--- src/rtl/logic_unit_seq_if.sv ---
// Request/response channel of the sliced bitwise logic unit.
// The result signal is named final_val because "final" is a reserved word in SystemVerilog.
interface logic_unit_seq_if #(
    parameter int DATA_W = 64
);
    logic              in_valid;
    logic              in_ready;
    logic [1:0]        op;
    logic [DATA_W-1:0] x;
    logic [DATA_W-1:0] y;
    logic              out_valid;
    logic              out_ready;
    logic [DATA_W-1:0] final_val;
    logic              zero;

    modport master (
        output in_valid, op, x, y, out_ready,
        input  in_ready, out_valid, final_val, zero
    );

    modport slave (
        input  in_valid, op, x, y, out_ready,
        output in_ready, out_valid, final_val, zero
    );
endinterface

--- src/rtl/logic_unit_seq.sv ---
// Multi-cycle bitwise logic unit: one SLICE_W slice of the result per BUSY cycle, LSB first,
// with valid/ready on both sides and the result held under backpressure.
module logic_unit_seq #(
    parameter int DATA_W  = 64,
    parameter int SLICE_W = 16
) (
    input  logic               clk,
    input  logic               rst_n,
    logic_unit_seq_if.slave    bus
);
    localparam int NSLICE = DATA_W / SLICE_W;
    localparam int CNT_W  = (NSLICE > 1) ? $clog2(NSLICE) : 1;

    typedef enum logic [1:0] {IDLE, BUSY, DONE} state_t;

    state_t             state, state_nxt;
    logic [CNT_W-1:0]   cnt;
    logic [1:0]         op_q;
    logic [DATA_W-1:0]  x_q, y_q, fin_q, fin_nxt;
    logic               zero_q;
    logic [SLICE_W-1:0] xs, ys, fs;
    logic               accept, last;

    assign accept = (state == IDLE) && bus.in_valid;
    assign last   = (cnt == CNT_W'(NSLICE - 1));

    assign xs = x_q[cnt*SLICE_W +: SLICE_W];
    assign ys = y_q[cnt*SLICE_W +: SLICE_W];

    always_comb begin
        fs = '0;
        case (op_q)
            2'b00: fs = xs & ys;
            2'b01: fs = xs | ys;
            2'b10: fs = xs ^ ys;
            2'b11: fs = xs & ~ys;
            default: fs = '0;
        endcase
    end

    // Result with the current slice merged in; zero flag is taken from this on the last slice.
    always_comb begin
        fin_nxt = fin_q;
        fin_nxt[cnt*SLICE_W +: SLICE_W] = fs;
    end

    always_ff @(posedge clk or negedge rst_n) begin
        if (!rst_n) state <= IDLE;
        else        state <= state_nxt;
    end

    always_comb begin
        state_nxt = state;
        case (state)
            IDLE:    if (bus.in_valid)  state_nxt = BUSY;
            BUSY:    if (last)          state_nxt = DONE;
            DONE:    if (bus.out_ready) state_nxt = IDLE;
            default:                    state_nxt = IDLE;
        endcase
    end

    always_ff @(posedge clk or negedge rst_n) begin
        if (!rst_n) begin
            cnt    <= '0;
            op_q   <= '0;
            x_q    <= '0;
            y_q    <= '0;
            fin_q  <= '0;
            zero_q <= 1'b0;
        end else if (accept) begin
            cnt    <= '0;
            op_q   <= bus.op;
            x_q    <= bus.x;
            y_q    <= bus.y;
            fin_q  <= '0;
            zero_q <= 1'b0;
        end else if (state == BUSY) begin
            fin_q <= fin_nxt;
            // Counter parks at NSLICE-1; it is reloaded on the next accept.
            if (last) zero_q <= (fin_nxt == '0);
            else      cnt    <= cnt + 1'b1;
        end
    end

    assign bus.in_ready  = (state == IDLE);
    assign bus.out_valid = (state == DONE);
    assign bus.final_val = fin_q;
    assign bus.zero      = zero_q;
endmodule

--- src/flat_wrapper.sv ---
// flat-port wrapper written by rule: the top's interface ports become plain ports
module logic_unit_seq_flat 
#(
    parameter int DATA_W  = 64,
    parameter int SLICE_W = 16
)
  (clk, rst_n, bus_in_valid, bus_op, bus_x, bus_y, bus_out_ready, bus_in_ready, bus_out_valid, bus_final_val, bus_zero);
  logic_unit_seq_if #(.DATA_W(DATA_W)) bus_i ();
  input  logic clk;
  input  logic rst_n;
  input wire logic [$bits(bus_i.in_valid)-1:0] bus_in_valid;
  input wire logic [$bits(bus_i.op)-1:0] bus_op;
  input wire logic [$bits(bus_i.x)-1:0] bus_x;
  input wire logic [$bits(bus_i.y)-1:0] bus_y;
  input wire logic [$bits(bus_i.out_ready)-1:0] bus_out_ready;
  output wire logic [$bits(bus_i.in_ready)-1:0] bus_in_ready;
  output wire logic [$bits(bus_i.out_valid)-1:0] bus_out_valid;
  output wire logic [$bits(bus_i.final_val)-1:0] bus_final_val;
  output wire logic [$bits(bus_i.zero)-1:0] bus_zero;
  assign bus_i.in_valid = bus_in_valid;
  assign bus_i.op = bus_op;
  assign bus_i.x = bus_x;
  assign bus_i.y = bus_y;
  assign bus_i.out_ready = bus_out_ready;
  assign bus_in_ready = bus_i.in_ready;
  assign bus_out_valid = bus_i.out_valid;
  assign bus_final_val = bus_i.final_val;
  assign bus_zero = bus_i.zero;
  logic_unit_seq #(.DATA_W(DATA_W), .SLICE_W(SLICE_W)) u_core (.clk(clk), .rst_n(rst_n), .bus(bus_i));
endmodule
--- config.mk ---
export PLATFORM = sky130hd
export DESIGN_NAME = logic_unit_seq_flat
export DESIGN_NICKNAME = d
export VERILOG_FILES = /design/src/rtl/logic_unit_seq_if.sv /design/src/rtl/logic_unit_seq.sv /design/src/flat_wrapper.sv
export SDC_FILE = /design/constraint.sdc
export NUM_CORES = 1
export LEC_CHECK = 0
export ABC_AREA = 1
export CORE_MARGIN = 2
export CORE_UTILIZATION = 57
export CTS_CLUSTER_SIZE = 8
export DETAILED_ROUTE_END_ITERATION = 10
export PLACE_DENSITY = 0.93
export SLEW_MARGIN = 0
export SYNTH_ARGS = -nofsm -noshare
export SYNTH_HDL_FRONTEND = slang
export SYNTH_SLANG_ARGS = --single-unit
--- constraint.sdc ---
create_clock -name clk -period 5.1 [get_ports clk]
set_input_delay 0.51 -clock clk [delete_from_list [all_inputs] [get_ports clk]]
set_output_delay 0.51 -clock clk [all_outputs]
set_load 0.01 [all_outputs]
==> flow_metrics.tcl <==
set metrics [dict create \
    numClockSinks 199 \
    drt_iter0_markers 1215 \
    nNetsFinal 1820 \
    yosysTopAreaCell "dfrtp_1" \
    required_ns 5.42 \
    final-setup-viol-count 0 \
    post-synth-top-count-cell "nand2_1" \
    cts_buffers 17 \
    slew_headroom 0.276 \
    syn_inst 1526 \
    synth_edf_count 0 \
    drc_errors 0 \
    slowest_stage "nor2_1" \
    finalCritPeriodShare 0.683 \
    yosysUniqueCellTypes 26 \
    cts_setup_buffers 0 \
    grt_overflow 0 \
    tns_ns 0 \
    cts.repair.resized 0 \
    critPathMaxFanout 101 \
    yosys_most_used_dff "dfrtp_1" \
    hold_path_class "input pin to async pin" \
    power_uw 9050 \
    hpwl_mm 21.7 \
    ys_top_cells_by_count "nand2_1, dfrtp_1, nand3_1, o21ai_0" \
    die_y_um 141 \
    synth.area.top_cells "dfrtp_1, nand2_1, nand3_1" \
    ys_warn_count 0 \
    htreeDepth 4 \
    clk_pin_slew_ns 0.07 \
    grt_start_max_net_pins 104 \
    cpPeakStageDelay_ns 0.79 \
    grt_pass1_wl_mm 51.2 \
    cp.arrival_ns 3.81 \
    clk_path_buf_depth 2 \
    critPathKind "flop to flop" \
    irDropWorstVdd_v 0.000344 \
    first_pass_iters 7 \
    ant_nets 0 \
    core_mm2 0.0186 \
    wl_per_cell_um 16.6 \
    grt_usage 0.324 \
    synth_top_area_frac 0.465 \
    clock_skew_ns 0.0123 \
    drive_above_1_share 0.0370 \
    cts_hold_buf 0 \
    tightest_slew_ns 1.09 \
    fmaxAchievable_mhz 287 \
    endpoint_kind "flop" \
    rsz0062_at_grt "false" \
    fp-row-count 50 \
    io_buffers 200 \
    area_growth_pct 24.0 \
    hold_ws_ns 0.133 \
    cts-root-buf "clkbuf_16" \
    cp-start-kind "flop" \
    avgSynthCellArea_um2 7.01 \
    num_io_pins 201 \
    clk_latency_ns 0.45 \
    cts_tree "built" \
    dieWidth_um 141 \
    cp_cell_sequence "buf_4, ha_1, inv_1, nor2_1, nand4_1, o21ai_0, inv_1, nand2_1, nor2_1, nand2_1, nor2_1, nand3_1, nand2_1" \
    hold_viol_final 0 \
    drv_cap 0 \
    syn-cell-area_mm2 0.0107 \
    ys_seq_area_frac 0.465 \
    status "finished, final reports clean" \
    layout_min_cycle_time_ns 3.48 \
    routed_via_density 5.67 \
    num_antenna_cells 0 \
    gp_congestion 0.915 \
    grt_pass1_vias 10200 \
    synthArstFlopShare 1.00 \
    initial_core_util 0.576 \
    totalWireLength_mm 31.7 \
    antenna_found_initial 0 \
    vias 10800 \
    p_leak_uw 0.00679 \
    slew_violations 0 \
    syn_nets 1685 \
    p_per_area_mw_per_mm2 682 \
    die_area_mm2 0.0199 \
    ys_ff_latch 199 \
]
metrics by stage:
stage / instances / area [um^2] / worst slack (ns) / utilization
after floorplan: 1526 / 10700 / 2.63 / -
after global placement: 1876 / 12700 / 1.86 / 0.683
after detailed placement: 1876 / 12700 / 1.80 / 0.683
after CTS: 1908 / 13300 / 1.72 / 0.714
after global routing: 1908 / 13300 / 1.29 / 0.714
final: 1908 / 13300 / 1.62 / 0.714
sequential cells by signal, indices dropped and copies added, names as in the netlist:
register	flops
u_core.bus.final_val	64
u_core.op_q	2
u_core.y_q	64
u_core.bus.zero	1
u_core.x_q	64
u_core.cnt	2
u_core.state	2
routing by layer:
metal,up-vias,share of wire,GRT usage
met4,0,0.048,0.169
met2,638,0.47,0.519
met5,-,0,0
met3,118,0.084,0.0550
met1,4984,0.39,0.427
li1,5078,-,-
final timing paths:
check                                           from                           to  slack, ns  cells past startpoint
min reg2reg                u_core.y_q[6]$_DFFE_PN0P_    u_core.y_q[6]$_DFFE_PN0P_       0.48                      2
min in group clk           u_core.y_q[6]$_DFFE_PN0P_    u_core.y_q[6]$_DFFE_PN0P_       0.48                      2
max                        u_core.cnt[0]$_DFFE_PN0P_  u_core.bus.zero$_DFFE_PN0P_       1.62                     13
min                                            rst_n   u_core.x_q[38]$_DFFE_PN0P_       0.13                      1
max reg2reg                u_core.cnt[0]$_DFFE_PN0P_  u_core.bus.zero$_DFFE_PN0P_       1.62                     13
max in group asynchronous                      rst_n   u_core.y_q[34]$_DFFE_PN0P_       3.96                      2
kinds of logic (layout without fill, tap and decap cells):
family,after synthesis,in the layout,share of synthesized area
buffers and inverters,159,307,0.0617
adders and majority gates,25,25,0.0292
DFF,199,199,0.465
AOI/OAI and AO/OA,77,77,0.0374
and+or+nand+nor,1066,1066,0.406
report_power, final:
group / switching [uW] / internal [uW]
logic: 3250 / 1600
registers: 525 / 2280
clock network: 610 / 777
total: 4390 / 4660
cell usage in the layout (no fill, tap or decap), types with 2 or more instances in the layout:
cell             Yosys  layout
clkinv_2             0       3
buf_4                3       9
nand2_2             11      12
ha_1                25      25
a21oi_1              2       2
clkdlybuf4s50_1      0     199
clkbuf_1            61       5
nand4_1             32      32
bufinv_16            0       3
clkinv_4             0       2
nand3_1            165     165
nand2_1            804     802
inv_2                3       3
inv_1               61      61
dfrtp_1            199     198
o21ai_0             63      63
o21ai_1              3       3
nand3_2              2       2
clkbuf_16            0      17
o22ai_1              7       7
nor2_1              48      48
cell type report:
class | count | area [um^2]
fill | 1372 | 5310
multi-input combinational | 1168 | 5070
sequential | 199 | 4980
timing repair buffer | 210 | 2090
clock buffer | 22 | 444
tap | 234 | 293
inverter | 65 | 245
clock inverter | 10 | 145
worst max-delay path: cells and delay by family, from the launching register on:
| family | cells | cell delay [ns] |
|---|---|---|
| buffers and inverters | 3 | 1.06 |
| DFF | 1 | 0.37 |
| and+or+nand+nor | 8 | 1.33 |
| AOI/OAI and AO/OA | 1 | 0.13 |
| adders and majority gates | 1 | 0.34 |
Power figures use the tool's default switching activity.
